$ cat src/rtl/led_pwm_fader.sv
// led_pwm_fader: per-LED PWM drive with saturating brightness ramps between pattern steps.
// Define LED_GAMMA_EN to map levels through a perceptual gamma curve; default is linear duty.
module led_pwm_fader #(
  parameter int N_LED    = 8,
  parameter int PWM_BITS = 4,
  parameter int FADE_DIV = 50000
) (
  input  logic             clk,
  input  logic             reset,
  input  logic [N_LED-1:0] pattern_in,
  input  logic             enable,
  output logic [N_LED-1:0] led_out,
  output logic             fade_busy
);
  localparam logic [PWM_BITS-1:0] MAX = '1;
  localparam int FW = FADE_DIV > 1 ? $clog2(FADE_DIV) : 1;
  localparam logic [FW-1:0] FADE_LAST = FW'(FADE_DIV - 1);
`ifdef LED_GAMMA_EN
  localparam logic [63:0] GAMMA4 = 64'hFCA8_6543_2211_1000;
`endif
  logic [N_LED-1:0]    pattern_q;
  logic [PWM_BITS-1:0] pwm_cnt;
  logic [FW-1:0]       fade_cnt;
  logic                fade_tick;
  logic [N_LED-1:0]    lit;
  logic [N_LED-1:0]    off_target;
  function automatic logic [PWM_BITS-1:0] duty(input logic [PWM_BITS-1:0] l);
`ifdef LED_GAMMA_EN
    if (l == MAX) return MAX;
    if (PWM_BITS == 4) return PWM_BITS'(GAMMA4[int'(l)*4 +: 4]);
    return PWM_BITS'((int'(l) * int'(l)) >> PWM_BITS);
`else
    return l;
`endif
  endfunction
  assign fade_tick = fade_cnt == FADE_LAST;
  assign fade_busy = |off_target;
  always_ff @(posedge clk) begin
    if (reset) begin
      pattern_q <= '0;
      pwm_cnt   <= '0;
      fade_cnt  <= '0;
      led_out   <= '0;
    end else begin
      pattern_q <= pattern_in;
      pwm_cnt   <= pwm_cnt + PWM_BITS'(1);
      fade_cnt  <= fade_tick ? '0 : fade_cnt + FW'(1);
      led_out   <= enable ? lit : '0;
    end
  end
  for (genvar i = 0; i < N_LED; i++) begin : g_ch
    logic [PWM_BITS-1:0] level;
    logic [PWM_BITS-1:0] d;
    assign d = duty(level);
    assign lit[i] = (d == MAX) | (d > pwm_cnt);
    assign off_target[i] = level != (pattern_q[i] ? MAX : '0);
    // saturating ramp toward the target; a pattern flip just reverses direction
    always_ff @(posedge clk) begin
      if (reset)
        level <= '0;
      else if (fade_tick)
        level <= pattern_q[i] ? (level == MAX ? MAX : level + PWM_BITS'(1))
                              : (level == '0 ? '0 : level - PWM_BITS'(1));
    end
  end
endmodule

$ cat config.mk
export PLATFORM = sky130hd
export DESIGN_NAME = led_pwm_fader
export DESIGN_NICKNAME = d
export VERILOG_FILES = /design/src/rtl/led_pwm_fader.sv
export SDC_FILE = /design/constraint.sdc
export NUM_CORES = 1
export LEC_CHECK = 0
export ABC_AREA = 1
export BUFFER_PORTS_ARGS = -buffer_cell sky130_fd_sc_hd__buf_4
export CAP_MARGIN = 20
export CORE_MARGIN = 1
export CORE_UTILIZATION = 57
export DETAILED_ROUTE_END_ITERATION = 8
export PLACE_DENSITY = 0.75
export SLEW_MARGIN = 10
export SYNTH_ARGS = -nofsm -noshare
export SYNTH_HDL_FRONTEND = slang
export SYNTH_SLANG_ARGS = --single-unit
$ cat constraint.sdc
create_clock -name clk -period 1.7 [get_ports clk]
set_clock_uncertainty 0.2 [all_clocks]
set_input_delay 0.255 -clock clk [delete_from_list [all_inputs] [get_ports clk]]
set_output_delay 0.255 -clock clk [all_outputs]
set_load 0.01 [all_outputs]
==> out/results.txt <==
Total Power: 3.344 mW
First-pass GRT wire length: 18550 um
Worst endpoint data arrival time: 1480 ps
Clock sink count: 68
Residual DRC: 0
Final Wtd Congestion: 0.8944
Slew Viols, Final: 0
Share of layout cells above drive strength 1: 21.42%
Failing checks: setup timing
Worst Path Required: 1240 ps
Row Count: 33
Normalized max-slew margin: 81.36%
GRT Total Usage: 26.24%
Period Utilization, post-route: 113.7%
Fillcell total: 650
Buffers on Ports: 19
Detailed placement HPWL: 8164 um
Die Wd: 93.99 um
Leakage: 2.861 nW
Largest net degree at the start of global routing: 38
Final instance area: 6066 um^2
H-tree depth: 3
Synth unique cells: 24
Critical path's slowest cell: dfxtp_2
Sequential fraction of the synthesis area: 28.22%
Net Sw Power: 848.8 uW
DRT iter0 DRCs: 330
Slowest cell delay on critical path: 390 ps
Crit path kind: reg -> out
Worst-path clk slew: 80 ps
Final Hold Vio Count: 0
RSZ-0062 raised after global routing: true
Worst Tran Pin Value: 279.2 ps
P_int: 2.495 mW
Routed vias/inst: 5.402
Placed Area: 5340 um^2
Routed WL: 12370 um
Clock Tree Buf Depth: 2
DIE AREA: 8834 um^2
I/O pins: 20
Final setup violation count: 5
CP max FO: 6
Commonest cells after routing, fill and taps aside: nand2_1 (191), nor2_1 (109), inv_1 (81), buf_4 (59), nand3_1 (56)
Clk Latency, worst-skew pair: 350 ps
Worst VDD drop: 0.0004211 V
Layout area overhead: 25.76%
Worst path cell trace: inv_1 > nor2_1 > nand3_1 > nand2_1 > nand2_1 > nor2_1 > nand2_1 > buf_6
Hold crit path type: in -> reg
Number of CTS-inserted buffers: 9
Register area: 1430 um^2
Worst Path Buf+Inv: 2
Number of global-route vias before repair: 4391
DIE HEIGHT: 93.99 um
Drt first pass iters: 5
Setup crit start kind: flop
Syn nets: 817
Clock power frac: 38.8%
Final worst setup slack: -233.7 ps
Sequential power share: 49.4%
Synth Register Bits: 68
Crit path top cell by count: nand2_1
Synthesized area: 4823 um^2
Critical path capture point type: output port
Nets: 888
CTS tree: done
Area of the multi-input gates: 3201 um^2
Syn Area/Cell: 6.380 um^2
WL per Instance: 13.22 um
Leading cell type in the layout, fill and taps excluded: nand2_1
Status: finished with violations
Synth Instances: 756
Synth warn: 0
Max Cap Violations: 0
F_max: 517.1 MHz
Core footprint: 8217 um^2
Switching share of power: 25.38%
Post-DRT Antenna Nets: 0
Inserted Diodes: 0
Root Driver: clkbuf_8
Initial antenna violation count: 0
Initial core utilization: 58.70%
Min Clock Period, post-route: 1934 ps
Cell family with most CP delay: simple AND/OR/NAND/NOR gates
Logic pwr share: 11.8%
Power per Cell Area: 551.3 nW/um^2
DR vias: 5056
Aggregate global routing overflow: 0
sequential cells by signal, indices dropped and copies added, names as in the netlist:
signal     cells
led_out        8
g_ch.d        32
pattern_q      8
pwm_cnt        4
fade_cnt      16
final timing paths:
| path | start | endpoint | slack [ps] | cells past startpoint |
|---|---|---|---|---|
| hold / removal | reset | pwm_cnt[1] | 100 | 3 |
| setup / recovery | pattern_q[1] | fade_busy | -230 | 8 |
| hold reg to reg | fade_cnt[0] | fade_cnt[0] | 240 | 1 |
| setup reg to reg | pwm_cnt[1] | led_out[5] | -100 | 7 |
metal layers:
metal	wire length (um)	global-route usage, %	vias up
met3	751	3.641	31
li1	-	-	2594
met4	291	8.846	0
met2	5977	47.51	178
met5	0	0	-
met1	5353	31.52	2253
synthesized netlist by cell type:
master    instances  area share, %
nor3_2            1           0.21
clkbuf_1         12           0.93
xnor2_1           3           0.54
or2_2             2           0.26
buf_6             4           0.93
nand3_2           1           0.21
buf_4             1           0.16
nor3_1            1           0.10
o21ai_0          42            4.4
clkinv_1          2           0.16
dfxtp_1          68             28
nand2_1         194             15
nand3_1          57            5.9
o211ai_1         16            2.5
nand2_2           2           0.26
nor2_2            3           0.39
nand4_1          21            2.7
ha_1             50             13
a21oi_1          51            5.3
buf_2             3           0.31
xor2_1            9            1.6
inv_1            90            7.0
nor2_1          122            9.5
nor3_4            1           0.34
worst register-to-register path: cells and delay by family, from the launching register on:
family          cells  cell delay, ps
buf+inv             2             450
fa+ha+maj           1             300
compound gates      3             290
simple gates        1              70
flops               1             370
power by group through the flow:
stage          clock network, mW  registers, mW  logic (mW)
4_1_cts                     1.31           1.65       0.343
5_1_grt                     1.39           1.65       0.441
6_report                    1.30           1.65       0.396
3_5_place_dp                   0           1.69       0.324
2_1_floorplan                  0           1.69       0.183
3_3_place_gp                   0           1.69       0.309
what timing repair did:
| item | 4_1_cts | 5_1_grt |
|---|---|---|
| cloned | 0 | 5 |
| endpoints found under the setup margin | 1 | 36 |
| setup buffers | 0 | 9 |
| resized for setup | 37 | 73 |
| hold buffers | 8 | 0 |
| pin swaps | 3 | 7 |
| hold endpoints to repair | 8 | 0 |
stage by stage:
stage               cells  utilization, %  worst slack [ps]  hold WS (ps)  TNS, ps
floorplan             756               -             134.5         126.2        0
global placement      899           64.99            0.2210         228.8        0
detailed placement    899           64.99             43.54         237.1        0
CTS                   922           68.87            -193.8         102.9   -193.8
global route          936           73.82            -291.2         99.90    -1336
finish                936           73.82            -233.7         100.7   -493.2
kinds of logic (layout without fill, tap and decap cells):
family,after synthesis,in the layout,synth area share (%)
AND/OR/NAND/NOR,405,405,34.99
buffers and inverters,112,187,9.494
AO/OA/AOI/OAI,109,109,12.14
flip-flops,68,68,28.22
adder cells (fa/ha/maj),50,50,12.97
XOR/XNOR,12,12,2.179
area by class of cell:
type                            count  area share (%)
Sequential cell                    68           23.58
Tap cell                          105           2.166
Inverter                           92           5.817
Multi-Input combinational cell    576           52.76
Timing Repair Buffer               80           12.58
Clock buffer                       14           3.012
Clock inverter                      1         0.08251
Power figures use the tool's default switching activity.
